`src/rtl/pcie_pkg.sv`:
```
// Shared PCIe TX definitions: bus widths, source indices, arbiter state and beat struct.
// Width macros may be overridden on the command line before this file is compiled.
`ifndef PCIE_DATA_WIDTH
`define PCIE_DATA_WIDTH 64
`endif
`ifndef PCIE_DATA_KW
`define PCIE_DATA_KW 8
`endif
`ifndef PCIE_TUSER_W
`define PCIE_TUSER_W 8
`endif
`ifndef XIL_TX_USER_W
`define XIL_TX_USER_W 4
`endif

package pcie_pkg;

    localparam int SRC_SD  = 0;
    localparam int SRC_RC  = 1;
    localparam int SRC_RG  = 2;
    localparam int NUM_SRC = 3;

    localparam int DATA_W  = `PCIE_DATA_WIDTH;
    localparam int KEEP_W  = `PCIE_DATA_KW;
    localparam int TUSER_W = `PCIE_TUSER_W;
    localparam int XUSER_W = `XIL_TX_USER_W;

    typedef enum logic [1:0] {
        IDLE = 2'd0,
        ARB  = 2'd1,
        BUSY = 2'd2
    } arb_state_e;

    typedef struct packed {
        logic [DATA_W-1:0]  data;
        logic [KEEP_W-1:0]  keep;
        logic               eop;
        logic [XUSER_W-1:0] tuser;
    } tx_beat_t;

    // Round-robin pick: first requester found scanning from last+1 modulo NUM_SRC.
    function automatic logic [1:0] rr_pick(input logic [NUM_SRC-1:0] req, input logic [1:0] last);
        logic [1:0] pick;
        logic [1:0] idx;
        logic       found;
        pick  = last;
        idx   = last;
        found = 1'b0;
        for (int k = 0; k < NUM_SRC; k++) begin
            idx = (idx == 2'(NUM_SRC - 1)) ? 2'd0 : idx + 2'd1;
            if (!found && req[idx]) begin
                pick  = idx;
                found = 1'b1;
            end
        end
        return pick;
    endfunction

endpackage

```
`src/rtl/axis_pipe_reg.sv`:
```
// One-deep valid/ready output register; holds its beat stable while the sink stalls.
module axis_pipe_reg
    import pcie_pkg::*;
(
    input  logic     clk,
    input  logic     rst_nm,
    input  logic     i_valid,
    input  tx_beat_t i_beat,
    output logic     o_ready,
    output logic     o_valid,
    output tx_beat_t o_beat,
    input  logic     i_ready
);

    logic     r_valid;
    tx_beat_t r_beat;

    assign o_ready = !r_valid | i_ready;
    assign o_valid = r_valid;
    assign o_beat  = r_beat;

    always_ff @(posedge clk) begin
        if (!rst_nm) begin
            r_valid <= 1'b0;
            r_beat  <= '0;
        end else if (i_valid && o_ready) begin
            r_valid <= 1'b1;
            r_beat  <= i_beat;
        end else if (i_ready) begin
            r_valid <= 1'b0;
        end
    end

endmodule

```
`src/rtl/egress_tx_arbiter.sv`:
```
// Packet-level round-robin arbiter sharing the PCIe TX AXIS port between sd, rc and rg,
// with per-source packet counters and sticky framing-error flags.
module egress_tx_arbiter
    import pcie_pkg::*;
#(
    parameter int CNT_W = 16
) (
    input  logic                          clk,
    input  logic                          rst_nm,
    input  logic                          sd_s_axis_tx_tvalid,
    output logic                          sd_s_axis_tx_tready,
    input  logic [`PCIE_DATA_WIDTH-1:0]   sd_s_axis_tx_tdata,
    input  logic [`PCIE_DATA_KW-1:0]      sd_s_axis_tx_tkeep,
    input  logic                          sd_s_axis_tx_sop,
    input  logic                          sd_s_axis_tx_eop,
    input  logic [`PCIE_TUSER_W-1:0]      sd_s_axis_tx_tuser,
    input  logic                          rc_s_axis_tx_tvalid,
    output logic                          rc_s_axis_tx_tready,
    input  logic [`PCIE_DATA_WIDTH-1:0]   rc_s_axis_tx_tdata,
    input  logic [`PCIE_DATA_KW-1:0]      rc_s_axis_tx_tkeep,
    input  logic                          rc_s_axis_tx_sop,
    input  logic                          rc_s_axis_tx_eop,
    input  logic [`PCIE_TUSER_W-1:0]      rc_s_axis_tx_tuser,
    input  logic                          rg_s_axis_tx_tvalid,
    output logic                          rg_s_axis_tx_tready,
    input  logic [`PCIE_DATA_WIDTH-1:0]   rg_s_axis_tx_tdata,
    input  logic [`PCIE_DATA_KW-1:0]      rg_s_axis_tx_tkeep,
    input  logic                          rg_s_axis_tx_sop,
    input  logic                          rg_s_axis_tx_eop,
    input  logic [`PCIE_TUSER_W-1:0]      rg_s_axis_tx_tuser,
    input  logic                          m_axis_tx_tready,
    output logic                          m_axis_tx_tvalid,
    output logic [`PCIE_DATA_WIDTH-1:0]   m_axis_tx_tdata,
    output logic [`PCIE_DATA_KW-1:0]      m_axis_tx_tkeep,
    output logic                          m_axis_tx_tlast,
    output logic [`XIL_TX_USER_W-1:0]     m_axis_tx_tuser,
    output logic [CNT_W-1:0]              sd_pkt_cnt,
    output logic [CNT_W-1:0]              rc_pkt_cnt,
    output logic [CNT_W-1:0]              rg_pkt_cnt,
    output logic [2:0]                    err_nosop,
    output logic [2:0]                    err_midsop,
    input  logic                          err_clr
);

    logic [NUM_SRC-1:0] w_tvalid;
    logic [NUM_SRC-1:0] w_sop;
    tx_beat_t           w_beat [NUM_SRC];

    assign w_tvalid = {rg_s_axis_tx_tvalid, rc_s_axis_tx_tvalid, sd_s_axis_tx_tvalid};
    assign w_sop    = {rg_s_axis_tx_sop, rc_s_axis_tx_sop, sd_s_axis_tx_sop};
    assign w_beat[SRC_SD] = {sd_s_axis_tx_tdata, sd_s_axis_tx_tkeep, sd_s_axis_tx_eop,
                             sd_s_axis_tx_tuser[XUSER_W-1:0]};
    assign w_beat[SRC_RC] = {rc_s_axis_tx_tdata, rc_s_axis_tx_tkeep, rc_s_axis_tx_eop,
                             rc_s_axis_tx_tuser[XUSER_W-1:0]};
    assign w_beat[SRC_RG] = {rg_s_axis_tx_tdata, rg_s_axis_tx_tkeep, rg_s_axis_tx_eop,
                             rg_s_axis_tx_tuser[XUSER_W-1:0]};

    generate
        if (TUSER_W > XUSER_W) begin : g_tuser_hi
            logic w_unused_tuser_hi;
            assign w_unused_tuser_hi = ^{sd_s_axis_tx_tuser[TUSER_W-1:XUSER_W],
                                         rc_s_axis_tx_tuser[TUSER_W-1:XUSER_W],
                                         rg_s_axis_tx_tuser[TUSER_W-1:XUSER_W]};
        end
    endgenerate

    arb_state_e         r_state, w_state_next;
    logic [1:0]         r_grant, w_grant_next;
    logic [1:0]         r_last, w_last_next;
    logic               r_first;
    logic               w_pipe_ready, w_in_valid, w_accept;
    logic [NUM_SRC-1:0] w_req, w_flush, w_midsop, w_tready;
    tx_beat_t           w_sel_beat;
    tx_beat_t           w_out_beat;

    always_comb begin
        w_state_next = r_state;
        w_grant_next = r_grant;
        w_last_next  = r_last;
        w_flush      = '0;
        w_midsop     = '0;
        w_tready     = '0;
        w_in_valid   = 1'b0;
        w_accept     = 1'b0;
        w_req        = w_tvalid & w_sop;
        w_sel_beat   = w_beat[r_grant];
        case (r_state)
            IDLE: begin
                w_flush  = w_tvalid & ~w_sop;
                w_tready = w_flush;
                if (|w_req) begin
                    w_grant_next = rr_pick(w_req, r_last);
                    w_state_next = ARB;
                end
            end
            ARB: w_state_next = BUSY;
            BUSY: begin
                w_in_valid        = w_tvalid[r_grant];
                w_tready[r_grant] = w_pipe_ready;
                w_accept          = w_in_valid & w_pipe_ready;
                if (w_accept) begin
                    if (w_sop[r_grant] && !r_first) w_midsop[r_grant] = 1'b1;
                    if (w_sel_beat.eop) begin
                        w_last_next  = r_grant;
                        w_state_next = IDLE;
                    end
                end
            end
            default: w_state_next = IDLE;
        endcase
    end

    // tready is combinational, so gate it to keep every output quiet while reset is held.
    assign sd_s_axis_tx_tready = w_tready[SRC_SD] & rst_nm;
    assign rc_s_axis_tx_tready = w_tready[SRC_RC] & rst_nm;
    assign rg_s_axis_tx_tready = w_tready[SRC_RG] & rst_nm;

    always_ff @(posedge clk) begin
        if (!rst_nm) begin
            r_state <= IDLE;
            r_grant <= 2'd0;
            r_last  <= 2'(SRC_RG);
            r_first <= 1'b0;
        end else begin
            r_state <= w_state_next;
            r_grant <= w_grant_next;
            r_last  <= w_last_next;
            if (r_state == ARB)  r_first <= 1'b1;
            else if (w_accept)   r_first <= 1'b0;
        end
    end

    axis_pipe_reg u_pipe (
        .clk     (clk),
        .rst_nm  (rst_nm),
        .i_valid (w_in_valid),
        .i_beat  (w_sel_beat),
        .o_ready (w_pipe_ready),
        .o_valid (m_axis_tx_tvalid),
        .o_beat  (w_out_beat),
        .i_ready (m_axis_tx_tready)
    );

    assign m_axis_tx_tdata = w_out_beat.data;
    assign m_axis_tx_tkeep = w_out_beat.keep;
    assign m_axis_tx_tlast = w_out_beat.eop;
    assign m_axis_tx_tuser = w_out_beat.tuser;

    logic [CNT_W-1:0]   r_pkt_cnt [NUM_SRC];
    logic [NUM_SRC-1:0] r_err_nosop, r_err_midsop;

    genvar gi;
    generate
        for (gi = 0; gi < NUM_SRC; gi++) begin : g_src
            always_ff @(posedge clk) begin
                if (!rst_nm) begin
                    r_pkt_cnt[gi]    <= '0;
                    r_err_nosop[gi]  <= 1'b0;
                    r_err_midsop[gi] <= 1'b0;
                end else begin
                    if (w_accept && (r_grant == 2'(gi)) && w_sel_beat.eop)
                        r_pkt_cnt[gi] <= r_pkt_cnt[gi] + 1'b1;
                    if (err_clr) begin
                        r_err_nosop[gi]  <= 1'b0;
                        r_err_midsop[gi] <= 1'b0;
                    end else begin
                        if (w_flush[gi])  r_err_nosop[gi]  <= 1'b1;
                        if (w_midsop[gi]) r_err_midsop[gi] <= 1'b1;
                    end
                end
            end
        end
    endgenerate

    assign sd_pkt_cnt = r_pkt_cnt[SRC_SD];
    assign rc_pkt_cnt = r_pkt_cnt[SRC_RC];
    assign rg_pkt_cnt = r_pkt_cnt[SRC_RG];
    assign err_nosop  = r_err_nosop;
    assign err_midsop = r_err_midsop;

endmodule

```
`config.mk`:
```
export PLATFORM = sky130hd
export DESIGN_NAME = egress_tx_arbiter
export DESIGN_NICKNAME = d
export VERILOG_FILES = /design/src/rtl/pcie_pkg.sv /design/src/rtl/axis_pipe_reg.sv /design/src/rtl/egress_tx_arbiter.sv
export SDC_FILE = /design/constraint.sdc
export NUM_CORES = 1
export LEC_CHECK = 0
export BUFFER_PORTS_ARGS = -buffer_cell sky130_fd_sc_hd__buf_2
export CORE_ASPECT_RATIO = 0.7
export CORE_MARGIN = 5
export CORE_UTILIZATION = 42
export CTS_BUF_LIST = sky130_fd_sc_hd__clkbuf_8
export DETAILED_ROUTE_END_ITERATION = 16
export HOLD_SLACK_MARGIN = 0.1
export MAX_ROUTING_LAYER = met4
export PLACE_DENSITY = 0.74
export SYNTH_ARGS = -nofsm -noshare
export SYNTH_HDL_FRONTEND = slang
export SYNTH_HIERARCHICAL = 1
export SYNTH_SLANG_ARGS = --single-unit
```
`constraint.sdc`:
```
create_clock -name clk -period 7.5 [get_ports clk]
set_clock_uncertainty 0.05 [all_clocks]
set_input_delay 0.375 -clock clk [delete_from_list [all_inputs] [get_ports clk]]
set_output_delay 0.375 -clock clk [all_outputs]
set_load 0.05 [all_outputs]
```
==> metrics.yaml, run 1 <==
outcome: "finished, final reports clean"
synth_top_family_by_area: "simple AND/OR/NAND/NOR gates"
rr_endpoint: "r_pkt_cnt[2][8]"
holdPathEnd: "err_nosop[2]"
netlist_instances: 910
pwr_density_cell_nw_per_um2: 190
drive_gt1_frac: 0.354
synth-adder-area-share: 0.00467
grt_max_degree: 107
routed_wl_mm: 25.1
grt_pass1_wl_mm: 38.4
dp_hpwl_mm: 18.6
reg2reg_slack_ns: 3.84
whs_path_depth: 3
routedWlPerCell_um: 16.7
postSynth.asyncResetShare: 0
clk_latency_ns: 0.44
viasPerCell: 5.12
clock_sinks: 139
grt_pass1_vias: 7372
ios: 388
worst_slew_margin_rel: 0.292
cts_resized: 0
cts_tree: "done"
cts.clk_slew.worst_paths_ns: 0.09
synth_edf_count: 48
io_buffers: 375
syn_nets: 1166
endpoint_kind: "register"
critPathLaunchType: "register"
rsz0062_at_grt: "no"
synthSimpleGateAreaFrac: 0.227
hp-start: "rg_s_axis_tx_tvalid"
hold_buffers: 0
synth_cell_types: 52
grt-ovfl-total: 0
worstPathArrival_ns: 3.86
core_um2: 18900
numCtsBuffers: 17
synth_mux_area_frac: 0.196
die_w_um: 175
hold_violations: 0
dr.pass1.iters: 5
yosys_warnings: 6
die_y_um: 126
cts_setup_buffers: 0
ff2ff_path_depth: 5
crit_type: "reg2reg"
final_max_slew_viol_count: 0
period_share: 0.488
critPathMaxFanout: 48
track_usage: 0.222
grt_antenna_before_repair: 3
start_util: 0.426
whs_ns: 0.179
avgSynthCellArea_um2: 8.83
ys_seq_area_frac: 0.406
die_area_um2: 22000
synth_flop_cell: "dfxtp_1"
drt_iter0_markers: 569
final_core_util: 0.551
tns_ns: 0
gp_congestion: 0.852
worst_pin_slew_ns: 1.06
synth_xor_area_frac: 0.0447
ys_seq_elements: 139
htree_num_levels: 4
required_ns: 7.70
synth-compound-area-share: 0.0746
nNetsFinal: 1503
fmax_mhz: 273
rows: 42
cap_violations: 0
rr_startpoint: "r_grant[1]"
fillCellCount: 1761
leakage_uw: 0.00439
fin_crit_ns: 3.66
hold_path.class: "in2reg"
vdd_drop_max_uv: 102
finalSetupViolations: 0
drc: 0
clockBufferDepth: 2
vias: 7714
ant_nets: 0
syn_to_final_growth_pct: 29.4
cts_root_buf: "clkbuf_8"
netlist_area_um2: 8030
-- sequential cells by signal, summed over array words and instances (netlist names) --
register / cells
r_grant: 2
u_pipe/o_valid: 1
r_pkt_cnt: 48
err_nosop: 3
u_pipe/o_beat: 77
err_midsop: 3
r_last: 2
r_first: 1
r_state: 2
-- worst max-delay path by stage --
stage / depth (start not counted) / slack, ns / end / from
finish: 5 / 3.84 / r_pkt_cnt[2][8] / r_grant[1]
floorplan: 4 / 4.70 / r_pkt_cnt[0][0] / u_pipe/o_valid
global route: 5 / 3.59 / r_pkt_cnt[2][2] / r_grant[1]
global placement: 5 / 3.96 / r_pkt_cnt[0][14] / r_grant[1]
detailed placement: 5 / 3.88 / r_pkt_cnt[0][3] / r_grant[1]
CTS: 5 / 3.80 / r_pkt_cnt[2][8] / r_grant[1]
-- stage by stage --
| stage | area (um2) | total power [uW] | setup WS (ns) | cells |
|---|---|---|---|---|
| finish | 10400 | 1980 | 3.84 | 1506 |
| global route | 10400 | 2070 | 3.59 | 1505 |
| CTS | 10400 | 2000 | 3.80 | 1502 |
| detailed placement | 9960 | 1350 | 3.88 | 1470 |
| global placement | 9960 | 1340 | 3.96 | 1470 |
| floorplan | 8030 | 1200 | 4.70 | 910 |
-- power breakdown --
part / switching (uW) / total, uW / internal, uW
sequential: 39.0 / 848 / 809
clock: 332 / 642 / 309
combinational: 314 / 488 / 175
total: 685 / 1980 / 1290
-- routing by layer --
metal / GRT usage / up-vias / routed length, um
met2: 0.365 / 264 / 12500
li1: - / 3838 / -
met1: 0.260 / 3579 / 10100
met4: 0.0628 / 0 / 412
met5: - / - / 0
met3: 0.0746 / 33 / 2030
-- cells by family after synthesis --
kind of cell / Yosys count
AND/OR/NAND/NOR: 387
multiplexers: 157
flip-flops: 139
AO/OA/AOI/OAI: 104
buffers and inverters: 79
XOR/XNOR: 41
adder cells (fa/ha/maj): 3
-- cell usage after synthesis (13+ instances only) --
cell type  count  share of area
o21ai_0       83          0.052
dfxtp_1       91           0.23
xnor2_1       24          0.026
nand2_1      248           0.12
mux2i_1      157           0.20
xor2_1        17          0.019
inv_1         13         0.0061
buf_2         26          0.016
nor3_1        20          0.012
clkbuf_1      32          0.015
edfxtp_1      48           0.18
nor2_1        26          0.012
nand4_1       15          0.012
nand3_1       15         0.0093
nor3_2        16          0.020
-- worst max-delay path, stage by stage, from the launching register on --
cell	delay [ns]
dfxtp_4	0.75
buf_4	0.72
mux2i_1	0.23
o2bb2ai_4	0.30
nand4_2	0.87
nor3_1	0.52
-- placed cells by master, fill, tap and decap left out, types with 3 or more instances in the layout --
| cell type | instances |
|---|---|
| diode_2 | 4 |
| nor3b_1 | 3 |
| nand2_1 | 248 |
| and2_1 | 3 |
| nor4_1 | 8 |
| buf_2 | 374 |
| nand3_1 | 15 |
| dfxtp_1 | 89 |
| clkbuf_8 | 17 |
| o21ai_1 | 3 |
| and4_1 | 4 |
| nor2b_1 | 4 |
| buf_4 | 9 |
| edfxtp_1 | 48 |
| nor3_2 | 16 |
| nor2_1 | 26 |
| nand3b_1 | 3 |
| inv_1 | 13 |
| and3_1 | 5 |
| o21a_1 | 3 |
| nor3_1 | 20 |
| nand4_2 | 3 |
| inv_6 | 6 |
| ha_1 | 3 |
| mux2i_1 | 157 |
| nand4_1 | 15 |
| o21ai_0 | 80 |
| xnor2_1 | 24 |
| xor2_1 | 17 |
-- area by class of cell --
class | instances | area, um2 | share of cell area
Clock buffer | 17 | 234 | 0.0225
Sequential cell | 139 | 3270 | 0.315
Antenna cell | 4 | 10.0 | 0.000963
Clock inverter | 15 | 181 | 0.0175
Tap cell | 242 | 303 | 0.0291
Timing Repair Buffer | 383 | 1940 | 0.187
Multi-Input combinational cell | 692 | 4400 | 0.424
Inverter | 14 | 52.6 | 0.00506
No activity file was read; power rests on OpenSTA's default activity.
==> inputs of run 2 (changes only) <==
--- a/config.mk
+++ b/config.mk
@@ -5,6 +5,7 @@
 export SDC_FILE = /design/constraint.sdc
 export NUM_CORES = 1
 export LEC_CHECK = 0
+export ABC_AREA = 1
 export BUFFER_PORTS_ARGS = -buffer_cell sky130_fd_sc_hd__buf_2
 export CORE_ASPECT_RATIO = 0.7
 export CORE_MARGIN = 5
@@ -13,7 +14,7 @@
 export DETAILED_ROUTE_END_ITERATION = 16
 export HOLD_SLACK_MARGIN = 0.1
 export MAX_ROUTING_LAYER = met4
-export PLACE_DENSITY = 0.74
+export PLACE_DENSITY = 0.76
 export SYNTH_ARGS = -nofsm -noshare
 export SYNTH_HDL_FRONTEND = slang
 export SYNTH_HIERARCHICAL = 1
==> constraint.sdc (replaced) <==
create_clock -name clk -period 3.3 [get_ports clk]
set_clock_uncertainty 0.05 [all_clocks]
set_input_delay 0.165 -clock clk [delete_from_list [all_inputs] [get_ports clk]]
set_output_delay 0.165 -clock clk [all_outputs]
set_load 0.05 [all_outputs]
==> run 2 against run 1 <==
Effect of this change:
- sequential power grew 130%
- flip-flop and latch count is the same
- die area grew 3.7%
- worst hold slack lost 0.057 ns
- clock-buffer cell count is the same
- critical path depth grew 5
- non-clock buffer count grew 78
- maximum frequency grew 21%
- synthesized cell count grew 39%
==> metrics.yaml, run 2 <==
avgSynthCellArea_um2: 6.60  # -25%
grt_antenna_before_repair: 5  # +2
whs_path_depth: 7  # +4
use_met2: 0.388  # +0.0226
top_usage_layer: "met2"
netlist_area_um2: 8350  # +3.9%
hp-start: "sd_s_axis_tx_tkeep[0]"
dr.pass1.iters: 5  # unchanged
rr_endpoint: "u_pipe/o_beat[74]"
leakage_uw: 0.00582  # +32%
crit_type: "reg2reg"
final_common_cell: "nand2_1"
ys_seq_elements: 139  # unchanged
ant_nets: 0  # unchanged
rr_startpoint: "r_grant[0]"
cts_setup_buffers: 0  # unchanged
critPathLaunchType: "register"
fin_crit_ns: 3.03  # -0.634 ns
clk_latency_ns: 0.44  # about the same
p_int_uw: 3250  # +150%
synth_edf_count: 48  # unchanged
die_area_um2: 22800  # +3.7%
pwr_density_cell_nw_per_um2: 440  # +130%
grt_pass1_vias: 9158  # +24%
gp_congestion: 0.924  # +8.4%
comb_power_share: 0.309  # +0.062
grt_pass1_wl_mm: 44.4  # +16%
critPathMaxFanout: 29  # -40%
die_y_um: 128  # +1.8%
power_switching_uw: 1790  # +160%
sequentialPowerShare: 0.384  # -0.045
drt_iter0_markers: 799  # +40%
start_util: 0.424  # -0.00184
track_usage: 0.248  # +0.0262
vias: 9760  # +27%
place_ws_ns: 0.732  # -3.14 ns
yosys-top-cells-area: "dfxtp_1, nand2_1, edfxtp_1, nand3_1, nor2_1"
yosys.cell_count.top_type: "nand2_1"
worstPathArrival_ns: 3.36  # -0.50 ns
yosysTopAreaCell: "dfxtp_1"
clock_sinks: 139  # unchanged
ios: 388  # unchanged
endpoint_kind: "register"
reg2reg_slack_ns: 0.27  # -3.57 ns
htree_num_levels: 4  # unchanged
ys_seq_area_frac: 0.391  # -0.0153
postSynth.asyncResetShare: 0  # unchanged
drive_gt1_frac: 0.258  # -0.0962
fmax_mhz: 330  # +21%
synth_cell_types: 35  # -33%
largest_reg_flops: 77  # unchanged
hold_violations: 0  # unchanged
netlist.area_leader.share: 0.218  # -0.00857
routedWlPerCell_um: 14.6  # -12%
clockBufferDepth: 2  # unchanged
cts_resized: 0  # unchanged
worst_slew_margin_rel: 0.534  # +0.242
total_power_uw: 5040  # +150%
synth_commonest_cells: "nand2_1, nand3_1, nor2_1"
finalSetupViolations: 0  # unchanged
syn_to_final_growth_pct: 37.4
gr-usage-met1: 0.306  # +0.0461
grt_max_degree: 130  # +21%
io_buffers: 375  # unchanged
ff2ff_path_depth: 10  # +5
routed_wl_mm: 28.6  # +14%
numCtsBuffers: 17  # unchanged
p_clk_frac: 0.306  # -0.018
synth_flop_cell: "dfxtp_1"
nNetsFinal: 1927  # +28%
dp_hpwl_mm: 20.1  # +8.1%
postLayoutSetupSlackWorst_ns: 0.273  # -3.57 ns
final_cell_mix: "nand2_1, buf_2, nand3_1"
cts_root_buf: "clkbuf_8"
final_max_slew_viol_count: 0  # unchanged
hold_buffers: 79  # +79
rsz0062_at_grt: "no"
grt_use_met3: 0.0808  # +0.00618
cts_tree: "done"
viasPerCell: 4.98  # -2.7%
die_w_um: 178  # +1.8%
cap_violations: 0  # unchanged
grt-ovfl-total: 0  # unchanged
hold_path.class: "in2reg"
switching_share: 0.355  # +0.00901
drc: 0  # unchanged
yosys_warnings: 6  # unchanged
syn_nets: 1521  # +30%
cts.clk_slew.worst_paths_ns: 0.09  # about the same
core_um2: 19700  # +4.4%
required_ns: 3.63  # -4.07 ns
rows: 43  # +2.4%
worst_pin_slew_ns: 0.698  # -0.362 ns
whs_ns: 0.122  # -0.0571 ns
netlist_instances: 1265  # +39%
outcome: "finished, final reports clean"
tns_ns: 0  # unchanged
holdPathEnd: "u_pipe/o_beat[5]"
final_core_util: 0.582  # +0.0315
vdd_drop_max_uv: 226  # +120%
fillCellCount: 1864  # +5.8%
period_share: 0.917  # +0.429
## run 2: stage by stage
step / std cells / instance area (um2)
6_report: 1959 / 11500
4_1_cts: 1954 / 11500
3_3_place_gp: 1843 / 10200
5_1_grt: 1959 / 11500
3_5_place_dp: 1843 / 10200
2_1_floorplan: 1265 / 8350
## run 2: critical path, cell delays in order, from the launching register on
cell and delay [ns]:
dfxtp_1 0.64, nand2_1 0.18, inv_2 0.46, nand2_1 0.14, nand3_1 0.11, dlygate4sd3_1 0.54, inv_1 0.04, nand3_1 0.08
nand2_1 0.05, dlygate4sd3_1 0.58, nor2_1 0.09
## run 2: kinds of logic after synthesis
logic type | after synthesis | synth area share
XOR/XNOR | 14 | 0.0147
buffers and inverters | 217 | 0.119
flip-flops | 139 | 0.391
AND/OR/NAND/NOR | 782 | 0.404
AO/OA/AOI/OAI | 110 | 0.0675
adder cells (fa/ha/maj) | 3 | 0.00450
## run 2: worst max-delay path by stage
stage | from | to | slack [ns] | depth (start not counted)
after global routing | r_grant[0] | u_pipe/o_beat[74] | 0.08 | 10
after floorplan | r_pkt_cnt[1][0] | r_pkt_cnt[1][12] | 1.18 | 8
after global placement | r_grant[0] | r_pkt_cnt[0][0] | 0.77 | 7
final | r_grant[0] | u_pipe/o_beat[74] | 0.27 | 10
after detailed placement | r_grant[0] | r_pkt_cnt[0][6] | 0.73 | 7
after CTS | r_grant[0] | u_pipe/o_beat[74] | 0.35 | 10
## run 2: power groups by stage
stage | registers [uW] | clock network (uW) | logic (uW)
2_1_floorplan | 2260 | 0 | 703
3_3_place_gp | 1970 | 0 | 1380
3_5_place_dp | 1970 | 0 | 1390
4_1_cts | 1940 | 1580 | 1540
5_1_grt | 1950 | 1660 | 1710
6_report | 1940 | 1540 | 1560
## run 2: area by class of cell
type / instances / area [um2] / area share
multi-input cells: 909 / 4100 / 0.357
clock inverters: 15 / 198 / 0.0172
clock buffers: 17 / 234 / 0.0204
well taps: 270 / 338 / 0.0295
flip-flops and latches: 139 / 3260 / 0.285
inverters: 143 / 539 / 0.0470
repair buffers: 461 / 2790 / 0.243
diodes: 5 / 12.5 / 0.00109
## run 2: metal layers
layer	wire length, um	vias up
met2	13400	381
li1	-	4839
met4	604	0
met5	0	-
met3	2610	56
met1	11900	4484
